--- src/rtl/du_rx_assembler.sv ---
`default_nettype none
// ============================================================================
// Module   : du_rx_assembler
// Purpose  : Upstream stage of the debug-unit FSM. Turns UART byte strobes
//            into an instruction count, a stream of little-endian instruction
//            words (each one emitted as a one-cycle program-memory write), and
//            a handshaked operation-mode byte.
// Revision : 1.0 - initial release
// ----------------------------------------------------------------------------
// Ports
//   i_clock                 in   1        system clock, posedge
//   i_reset                 in   1        synchronous reset, active-low
//   i_rx_done               in   1        one-cycle strobe, i_rx_data valid
//   i_rx_data               in   N_BITS   received byte
//   i_mode_ack              in   1        debug unit consumed the mode byte
//   o_number_instructions   out  N_BITS   captured instruction count
//   o_ready_number_instr    out  1        level: count captured
//   o_instruction           out  NB_DATA  last assembled word
//   o_ready_full_inst       out  1        one-cycle pulse: write o_instruction
//   o_addr_instruction      out  ADDR_W   words committed so far (wraps)
//   o_ready_all_instr_send  out  1        level: every word received
//   o_mode_operate          out  N_BITS   captured mode byte
//   o_ready_mode_operate    out  1        level: mode valid until i_mode_ack
//   o_error                 out  1        sticky checksum error
//   o_state                 out  3        FSM state for debug
// Build option
//   DU_RX_CHECKSUM_EN : when defined, one XOR checksum byte follows the last
//                       instruction byte and o_error is live; otherwise the
//                       byte after the last instruction is the mode byte and
//                       o_error is tied low.
// ============================================================================
module du_rx_assembler #(
    parameter int NB_DATA = 32,
    parameter int N_BITS  = 8,
    parameter int N_BYTES = NB_DATA / N_BITS,
    parameter int ADDR_W  = 7
) (
    input  logic                i_clock,
    input  logic                i_reset,
    input  logic                i_rx_done,
    input  logic [N_BITS-1:0]   i_rx_data,
    input  logic                i_mode_ack,
    output logic [N_BITS-1:0]   o_number_instructions,
    output logic                o_ready_number_instr,
    output logic [NB_DATA-1:0]  o_instruction,
    output logic                o_ready_full_inst,
    output logic [ADDR_W-1:0]   o_addr_instruction,
    output logic                o_ready_all_instr_send,
    output logic [N_BITS-1:0]   o_mode_operate,
    output logic                o_ready_mode_operate,
    output logic                o_error,
    output logic [2:0]          o_state
);

    typedef enum logic [2:0] {
        GET_COUNT  = 3'd0,
        GET_WORD   = 3'd1,
        CHECK      = 3'd2,
        WAIT_MODE  = 3'd3,
        MODE_VALID = 3'd4
    } state_t;

    localparam int c_idx_w = (N_BYTES > 1) ? $clog2(N_BYTES) : 1;
    localparam logic [c_idx_w-1:0] c_last_idx = c_idx_w'(N_BYTES - 1);

    state_t                  r_state;
    state_t                  w_next_state;
    logic [c_idx_w-1:0]      r_byte_idx;
    // Holds the upper NB_DATA-N_BITS bits of the word being built; bytes
    // enter at the top and drift down, so the first byte ends up as the LSB.
    logic [NB_DATA-N_BITS-1:0] r_shift;
    logic [NB_DATA-1:0]      w_word;
    logic [NB_DATA-1:0]      r_instruction;
    logic [N_BITS-1:0]       r_count;
    logic [N_BITS-1:0]       r_words;
    logic [N_BITS-1:0]       w_words_next;
    logic [N_BITS-1:0]       r_mode;
    logic [ADDR_W-1:0]       r_addr;
    logic                    r_ready_num;
    logic                    r_full_pulse;
    logic                    r_all_sent;
    logic                    r_mode_ready;

    logic                    w_take_count;
    logic                    w_take_byte;
    logic                    w_word_done;
    logic                    w_last_word;
    logic                    w_take_mode;
    logic                    w_mode_clr;
`ifdef DU_RX_CHECKSUM_EN
    logic                    w_take_csum;
`endif

    assign w_word       = {i_rx_data, r_shift};
    assign w_words_next = r_words + 1'b1;

    // ------------------------------------------------------------------
    // State register
    // ------------------------------------------------------------------
    always_ff @(posedge i_clock) begin
        if (!i_reset) begin
            r_state <= GET_COUNT;
        end else begin
            r_state <= w_next_state;
        end
    end

    // ------------------------------------------------------------------
    // Next-state and datapath control
    // ------------------------------------------------------------------
    always_comb begin
        w_next_state = r_state;
        w_take_count = 1'b0;
        w_take_byte  = 1'b0;
        w_word_done  = 1'b0;
        w_last_word  = 1'b0;
        w_take_mode  = 1'b0;
        w_mode_clr   = 1'b0;
`ifdef DU_RX_CHECKSUM_EN
        w_take_csum  = 1'b0;
`endif
        case (r_state)
            GET_COUNT: begin
                if (i_rx_done) begin
                    w_take_count = 1'b1;
                    w_next_state = (i_rx_data == '0) ? WAIT_MODE : GET_WORD;
                end
            end
            GET_WORD: begin
                if (i_rx_done) begin
                    w_take_byte = 1'b1;
                    if (r_byte_idx == c_last_idx) begin
                        w_word_done = 1'b1;
                        w_last_word = (w_words_next == r_count);
                        if (w_last_word) begin
`ifdef DU_RX_CHECKSUM_EN
                            w_next_state = CHECK;
`else
                            w_next_state = WAIT_MODE;
`endif
                        end
                    end
                end
            end
`ifdef DU_RX_CHECKSUM_EN
            CHECK: begin
                if (i_rx_done) begin
                    w_take_csum  = 1'b1;
                    w_next_state = WAIT_MODE;
                end
            end
`endif
            WAIT_MODE: begin
                if (i_rx_done) begin
                    w_take_mode  = 1'b1;
                    w_next_state = MODE_VALID;
                end
            end
            MODE_VALID: begin
                // Strobes are dropped here, including one that coincides
                // with the ack.
                if (i_mode_ack) begin
                    w_mode_clr   = 1'b1;
                    w_next_state = WAIT_MODE;
                end
            end
            default: w_next_state = GET_COUNT;
        endcase
    end

    // ------------------------------------------------------------------
    // Datapath registers
    // ------------------------------------------------------------------
    always_ff @(posedge i_clock) begin
        if (!i_reset) begin
            r_byte_idx    <= '0;
            r_shift       <= '0;
            r_instruction <= '0;
            r_count       <= '0;
            r_words       <= '0;
            r_mode        <= '0;
            r_addr        <= '0;
            r_ready_num   <= 1'b0;
            r_full_pulse  <= 1'b0;
            r_all_sent    <= 1'b0;
            r_mode_ready  <= 1'b0;
        end else begin
            r_full_pulse <= 1'b0;
            if (w_take_count) begin
                r_count     <= i_rx_data;
                r_ready_num <= 1'b1;
                if (i_rx_data == '0) begin
                    r_all_sent <= 1'b1;
                end
            end
            if (w_take_byte) begin
                r_shift <= w_word[NB_DATA-1:N_BITS];
                if (w_word_done) begin
                    r_byte_idx <= '0;
                end else begin
                    r_byte_idx <= r_byte_idx + 1'b1;
                end
            end
            if (w_word_done) begin
                r_instruction <= w_word;
                r_full_pulse  <= 1'b1;
                r_addr        <= r_addr + 1'b1;
                r_words       <= w_words_next;
                if (w_last_word) begin
                    r_all_sent <= 1'b1;
                end
            end
            if (w_take_mode) begin
                r_mode       <= i_rx_data;
                r_mode_ready <= 1'b1;
            end
            if (w_mode_clr) begin
                r_mode_ready <= 1'b0;
            end
        end
    end

`ifdef DU_RX_CHECKSUM_EN
    // Running XOR over instruction bytes only; the count byte is excluded.
    logic [N_BITS-1:0] r_csum;
    logic              r_error;

    always_ff @(posedge i_clock) begin
        if (!i_reset) begin
            r_csum  <= '0;
            r_error <= 1'b0;
        end else begin
            if (w_take_byte) begin
                r_csum <= r_csum ^ i_rx_data;
            end
            if (w_take_csum && (i_rx_data != r_csum)) begin
                r_error <= 1'b1;
            end
        end
    end

    assign o_error = r_error;
`else
    assign o_error = 1'b0;
`endif

    assign o_number_instructions  = r_count;
    assign o_ready_number_instr   = r_ready_num;
    assign o_instruction          = r_instruction;
    assign o_ready_full_inst      = r_full_pulse;
    assign o_addr_instruction     = r_addr;
    assign o_ready_all_instr_send = r_all_sent;
    assign o_mode_operate         = r_mode;
    assign o_ready_mode_operate   = r_mode_ready;
    assign o_state                = r_state;

endmodule

`default_nettype wire

--- config.mk ---
export PLATFORM = sky130hd
export DESIGN_NAME = du_rx_assembler
export DESIGN_NICKNAME = d
export VERILOG_FILES = /design/src/rtl/du_rx_assembler.sv
export SDC_FILE = /design/constraint.sdc
export NUM_CORES = 1
export LEC_CHECK = 0
export CELL_PAD_IN_SITES_DETAIL_PLACEMENT = 1
export CELL_PAD_IN_SITES_GLOBAL_PLACEMENT = 1
export CORE_MARGIN = 2
export CORE_UTILIZATION = 37
export DETAILED_ROUTE_END_ITERATION = 16
export GPL_TIMING_DRIVEN = 0
export PLACE_DENSITY_LB_ADDON = 0.1
export RECOVER_POWER = 50
export SLEW_MARGIN = 20
export SYNTH_ARGS = -nofsm -noshare
export SYNTH_HDL_FRONTEND = slang
export SYNTH_SLANG_ARGS = --single-unit
--- constraint.sdc ---
create_clock -name i_clock -period 2.1 [get_ports i_clock]
set_clock_uncertainty 0.1 [all_clocks]
set_input_delay 0.63 -clock i_clock [delete_from_list [all_inputs] [get_ports i_clock]]
set_output_delay 0.63 -clock i_clock [all_outputs]
set_load 0.01 [all_outputs]
After elaboration in Yosys (flattened, before gate mapping)
Index checks and enable logic that the tools add are counted.
W data, S select, Z words.
{ "op_classes": {"n_addsub": 3, "n_eq_ne": 11, "n_mux": 26, "bitwise_logic": 1, "n_reduce_logical": 4} }
{ "ops": {"columns": ["op", "n"], "rows": [
  ["$mux W3", 6],
  ["$mux W1", 17],
  ["$ne A2 B2 Y1 const B", 6],
  ["$pmux W3 S4", 1],
  ["$add A8 B1 Y8 const B", 1],
  ["$eq A8 B8 Y1", 1],
  ["$logic_not A8 Y1", 1],
  ["$add A7 B1 Y7 const B", 1],
  ["$reduce_and A6 Y1", 1],
  ["$mux W2", 2],
  ["$eq A3 B1 Y1 const B", 1],
  ["$eq A3 B2 Y1 const B", 1],
  ["$eq A3 B3 Y1 const B", 1],
  ["$logic_not A3 Y1", 1],
  ["$add A2 B1 Y2 const B", 1],
  ["$eq A2 B2 Y1 const B", 1],
  ["$reduce_or A2 Y1", 1],
  ["$not A1 Y1", 1]
]} }
{ "totals": {"reg_bits": 96, "output_inout_bits": 63, "elab_cells": 57} }

Logic depth before layout (Yosys ltp)
Gate-level depths: netlist of the first run.
{ "logic_depth": {"word_depth": 7, "mapped_depth": 9} }

Worst setup path before layout of the first run
Ideal clock, no wire load.
{ "synth_timing": {"path_kind": "input -> register", "start": "in i_rx_data[3]", "end": "reg r_state[1], in the netlist o_state[1]", "setup_time_ns": 0.087, "arrival_ns": 1.686, "path_slack_ns": 0.227, "cell_stages": 5, "path_cell_list": "or4_1 nor2_1 or3_1 nand4_1 o31ai_1"} }
{ "synth_via": {"elab_chain_len": 4} }
{ "synth_lines": {"columns": ["element", "line", "rtl"], "rows": [
  ["start: declaration", "41", "input logic [N_BITS-1:0] i_rx_data,"],
  ["$logic_not A8 Y1", "126", "w_next_state = (i_rx_data == '0) ? WAIT_MODE : GET_WORD;"],
  ["$mux W2", "126", null],
  ["$mux W3", "124", "if (i_rx_done) begin"],
  ["$pmux W3 S4", "122", "case (r_state)"],
  ["end signal: assignment", "104", "r_state <= w_next_state;"],
  ["end: declaration", "66", "state_t r_state;"]
]} }
No other way between the ends. The select of a mux whose other input is x is not followed.
A chain may end at the register's enable or synchronous reset.

Worst setup path after layout of the first run
{ "layout_timing": {"start": "reg r_count[7], in the netlist o_number_instructions[7]", "end": "out o_number_instructions[7]"} }
{ "layout_lines": {"columns": ["element", "line", "rtl"], "rows": [
  ["start: declaration", "74", "logic [N_BITS-1:0] r_count;"],
  ["start signal: assignment", "190", "r_count <= i_rx_data;"],
  ["end: declaration", "43", "output logic [N_BITS-1:0] o_number_instructions,"]
]} }
No word-level cell between the ends.

==> results of run 1 <==
state kept, by name, indices dropped and copies added, names as in the netlist:
name / flops
o_addr_instruction: 7
o_instruction: 32
o_mode_operate: 8
o_number_instructions: 8
o_ready_all_instr_send: 1
o_ready_full_inst: 1
o_ready_mode_operate: 1
o_ready_number_instr: 1
o_state: 3
r_byte_idx: 2
r_shift: 24
r_words: 8
worst max-delay path by stage:
stage / from / slack [ps] / endpoint
global route: o_number_instructions[6] / 0.1 / o_number_instructions[6]
detailed placement: i_rx_data[0] / -550 / o_state[1]
CTS: i_reset / 3 / o_mode_operate[5]
floorplan: i_rx_data[3] / 230 / o_state[1]
global placement: i_rx_data[7] / -530 / o_state[1]
finish: o_number_instructions[7] / 40 / o_number_instructions[7]
final cells by class:
type,instances,area (um2)
fillers,1254,4960
flip-flops and latches,96,1930
clock inverters,6,75.1
inverters,4,15.0
clock buffers,9,124
well taps,133,166
repair buffers,72,718
multi-input cells,337,1670
plain buffers,32,164
tightest hold or removal path: cells and delay by family, from the launching register on:
family           cells  cell delay, ps
AO/OA/AOI/OAI        1              50
AND/OR/NAND/NOR      1              50
flip-flops           1             320
layer usage:
metal / part of all wire / global-route usage
met5: 0 / 0
met3: 0.029 / 0.0474
met4: 0.0089 / 0.0390
met2: 0.50 / 0.366
met1: 0.47 / 0.266
through the flow:
| step | setup TNS, ps | setup WS [ps] | hold slack (ps) |
|---|---|---|---|
| 2_1_floorplan | 0 | 227 | 332 |
| 3_3_place_gp | -22660 | -525 | 343 |
| 3_5_place_dp | -24610 | -546 | 348 |
| 4_1_cts | 0 | 3.49 | 359 |
| 5_1_grt | 0 | 0.149 | 375 |
| 6_report | 0 | 44.6 | 356 |
layout by cell type (no fill, tap or decap), types with 4 or more instances in the layout:
cell type and count:
and3_1 6, dfxtp_2 4, buf_2 5, clkdlybuf4s50_1 62, nand4_1 7, a21oi_1 80
nand3_1 4, inv_1 4, o21ai_0 4, dfxtp_1 92, nor3_1 5, clkbuf_2 12
buf_4 4, xnor2_1 5, nor2b_1 4, dlygate4sd2_1 6, nand2_1 159, nor2_1 18
xor2_1 14, clkbuf_8 9, clkbuf_1 10
power by group:
group	internal, W	switching [W]
Sequential	0.00184	0.0000194
Combinational	0.0000716	0.000121
Clock	0.000565	0.000690
logic make-up after synthesis:
family                     after synthesis  synth area share
AOI/OAI and AO/OA                       93             0.132
xor gates and xnor gates                19            0.0443
adders and majority gates                3            0.0100
buffers and inverters                   36            0.0450
DFF                                     96             0.512
other                                    1          0.000999
and+or+nand+nor                        221             0.255
==> results.md, run 1 <==
* WL/cell at 16.0 um
* Hold Path Depth at 2
* Initial antenna violation count at 0
* Core footprint at 9820 um2
* Chip height at 105 um
* Count of final max-slew check failures at 0
* Worst reg-to-reg path cell count at 8
* First-pass GRT wire length at 18300 um
* Core Util, Final at 0.495
* CTS resizes at 12
* CTS max path bufs at 2
* Pin count of the biggest net entering global routing at 18
* RSZ-0062 raised after global routing: false
* Reg clk slew, reported paths at 90 ps
* # Max-Cap Violations at 0
* Post-synth top area cell: dfxtp_1
* CP Launch Type: flip-flop
* Finished Layout Cells at 689
* Leakage power at 1.75 nW
* H-tree depth at 3
* Ports at 75
* EDFF count, synth at 0
* FF-to-FF Start: o_state[1]
* Rows at 36
* Slowest stage cell, crit path: clkdlybuf4s50_1
* Vias in the first global route at 3631
* Final-report hold violation count at 0
* Hold_buf cts at 0
* Worst Hold End: o_instruction[4]
* Synth warnings at 0
* Gpl congestion at 0.765
* Post-DR vias/cell at 4.98
* Primary FF master, synth: dfxtp_1
* Max_slew headroom at 0.551
* Critical path peak fanout at 3
* Post-DP Area at 4640 um2
* Cell area after layout at 4860 um2
* Global Route Usage Sum at 0.209
* Hold Crit Class: flip-flop to flip-flop
* Worst VDD drop at 343 uV
* CP endpoint kind: output pin
* Pwr Density at 681 nW/um2
* Layout cells sized above 1 at 0.0845
* Critical path depth at 1
* Asr flop ratio synth at 0
* Port bufs at 72
* First-iteration detailed-routing DRC count at 131
* DP Wirelength at 8180 um
* Most common cell in the netlist: nand2_1
* Status: finished, final reports clean
* Die area at 11000 um2
* DRT Wirelength at 11000 um
* Total power at 0.00331 W
* P&R area growth vs syn at 29.4%
* Post-synth top area share at 0.512
* Placed cells at 674
* Root Driver: clkbuf_8
* Synth top cells by count: nand2_1 (159), dfxtp_1 (96), a21oi_1 (80)
* Crit path cell chain: clkdlybuf4s50_1
* Via Count at 3428
* Final period util at 0.979
* Post-Syn Nets at 484
* Reg2reg end: o_addr_instruction[3]
* Setup-failing EPs final at 0
* Top cell family by delay on the critical path: buffers and inverters
* Diodes inserted at 0
* Highest clock rate at 0.487 GHz
* Cts bufs inserted at 9
* Kind of critical path: flip-flop to output pin
* Register area share after synthesis at 0.512
* Hold Startpoint: r_shift[4]
* Slowest cell delay on critical path at 560 ps
* Area contributors post-synth: dfxtp_1 (51%), nand2_1 (16%), a21oi_1 (11%), xor2_1 (3.3%), nor2_1 (1.9%)
* Postcts setup bufs at 0
* Synth cell types at 39
* Syn Area/Cell at 8.00 um2
* Final ANT Viol Nets at 0
* Clock sinks at 96
* CTS tree: yes
* Slew @ Worst Pin at 670 ps
* Cell Area, Synth at 3750 um2
* Effective utilization at floorplan at 0.382
* Synthesized instance count at 469
* CP bufs+invs at 1
* R2R Setup Slk at 160 ps
* Critical path data arrival time at 1330 ps
* Drc violations at 0
* Final nets at 567
* Period minus WS final at 2060 ps
* Grt total ovfl at 0
* Die width at 105 um
* #FFs+latches synth at 96
* Drt pass-1 iters at 4
* Clk_lat worst skew at 370 ps
* Crit path required time at 1370 ps
Power figures use the tool's default switching activity.
==> run 2, diff against run 1 <==
--- a/config.mk
+++ b/config.mk
@@ -9,11 +9,12 @@
 export CELL_PAD_IN_SITES_GLOBAL_PLACEMENT = 1
 export CORE_MARGIN = 2
 export CORE_UTILIZATION = 37
+export CTS_CLUSTER_DIAMETER = 200
 export DETAILED_ROUTE_END_ITERATION = 16
 export GPL_TIMING_DRIVEN = 0
 export PLACE_DENSITY_LB_ADDON = 0.1
 export RECOVER_POWER = 50
-export SLEW_MARGIN = 20
+export SLEW_MARGIN = 15
 export SYNTH_ARGS = -nofsm -noshare
 export SYNTH_HDL_FRONTEND = slang
 export SYNTH_SLANG_ARGS = --single-unit
==> results of run 2 <==
No change in the layout: final DEF, timing and power equal those of run 1.
==> edit (settings of run 1) <==
Add a define of `DU_RX_CHECKSUM_EN`.
--- a/src/rtl/du_rx_assembler.sv
+++ b/src/rtl/du_rx_assembler.sv
@@ -29,6 +29,8 @@
 //                       byte after the last instruction is the mode byte and
 //                       o_error is tied low.
 // ============================================================================
+`define DU_RX_CHECKSUM_EN
+
 module du_rx_assembler #(
     parameter int NB_DATA = 32,
     parameter int N_BITS  = 8,
Function: changed (Yosys sat finds a counterexample within 10 cycles, from zero or initial values and one cycle with i_reset low).
==> edit against run 1 <==
  * The flow now finishes with violations (design-rule violations)
  * Cell count grew 7.3%
  * Sequential cell count grew 9
  * Worst setup slack got worse by 0.014 ns
  * Cell area grew 18%
  * Synthesized area is 18% higher
  * Highest routed layer unchanged
  * Via count grew 8.2%
  * Fmax decreased by 0.66%
  * Routed wire length is 8.0% higher
Power is not compared: it rests on default switching activity, and its combinational part moved more than twofold at a synthesized area within 25%.
==> edit: results (changes against run 1) <==
reg2regPathDepth: 6  # -2
sh_seq_area_pct: 37.00  # -2.7 points
status: "complete, but fails checks"
root_buffer: "clkbuf_16"
violations: "design-rule violations"
n_fill_cell: 1358  # +8.3%
grt_max_degree: 17  # -1
post-route-util_pct: 49.62  # +0.17 points
inv_count: 1  # -3
pre_cts_slack_ns: -0.7461  # -0.2006 ns
synth-adder-area-share_pct: 0.8499  # -0.15 points
drtPass1Iterations: 10  # +6
final_nets: 606  # +6.9%
rrSetupSlack_ns: 0.12  # -0.04 ns
startpoint: "o_number_instructions[2]$_SDFFE_PN0P_"
synthesis.nets: 522  # +7.9%
clkSinkCount: 105  # +9.4%
r2r-start: "r_words[0]$_SDFFE_PN0P_"
synth_compound_area_share_pct: 16.52  # +3.3 points
grt_pass1_wl_um: 19320  # +5.7%
track_usage_pct: 19.20  # -1.7 points
syn_avg_cell_area_um2: 8.712  # +8.9%
slew_headroom_pct: 62.61  # +7.5 points
layout-drive-gt1-share_pct: 8.389  # -0.064 points
clk_pin_slew_worst_paths_ns: 0.07  # -0.02 ns
die-area_mm2: 0.01283  # +17%
placed_cells: 723  # +7.3%
holdPathEnd: "o_instruction[29]$_SDFFE_PN0P_"
regToRegEndpoint: "o_state[0]$_SDFFE_PN0P_"
yosys-mux-area-fraction_pct: 0.2550  # +0.25 points
wl_per_cell_um: 16.12  # +0.67%
fin_crit_sh_pct: 98.53  # +0.65 points
min_from: "o_instruction[29]$_SDFFE_PN0P_"
drcViolationCount: 6  # +6
clock_latency_ns: 0.35  # -0.02 ns
gp_routability_congestion: 0.7749  # +1.3%
port-buffer-count: 73  # +1.4%
drt_iter0_drc: 143  # +9.2%
bufAreaShareNonClock_pct: 15.68  # -2.5 points
final_cell_count_no_fill: 739  # +7.3%
nClkBuffers: 12  # +3
## edit: changes by cell type in the layout (fill, tap and decap cells not counted), moves of 5 or more
cell / delta
clkdlybuf4s50_1: -22
a21boi_0: +72
clkbuf_1: +7
clkbuf_16: +9
xnor2_1: +18
dlygate4sd3_1: +31
dlygate4sd2_1: -5
nor2_1: -14
clkbuf_8: -7
and2_0: +7
a21oi_1: -77
dfxtp_1: +5
and2_1: +14
clkbuf_2: -11
## edit: layer usage
metal,wire length (µm),share of wire (%),track usage [%]
met5,0,0,0
met2,5821,49,32.77
met4,76,0.64,3.902
met3,437,3.7,5.142
met1,5580,47,24.52
## edit: repair_timing
item / CTS / global route
endpoints found under the setup margin: 84 / 39
cloned: 0 / 0
resized for setup: 9 / 16
pin swaps: 1 / 1
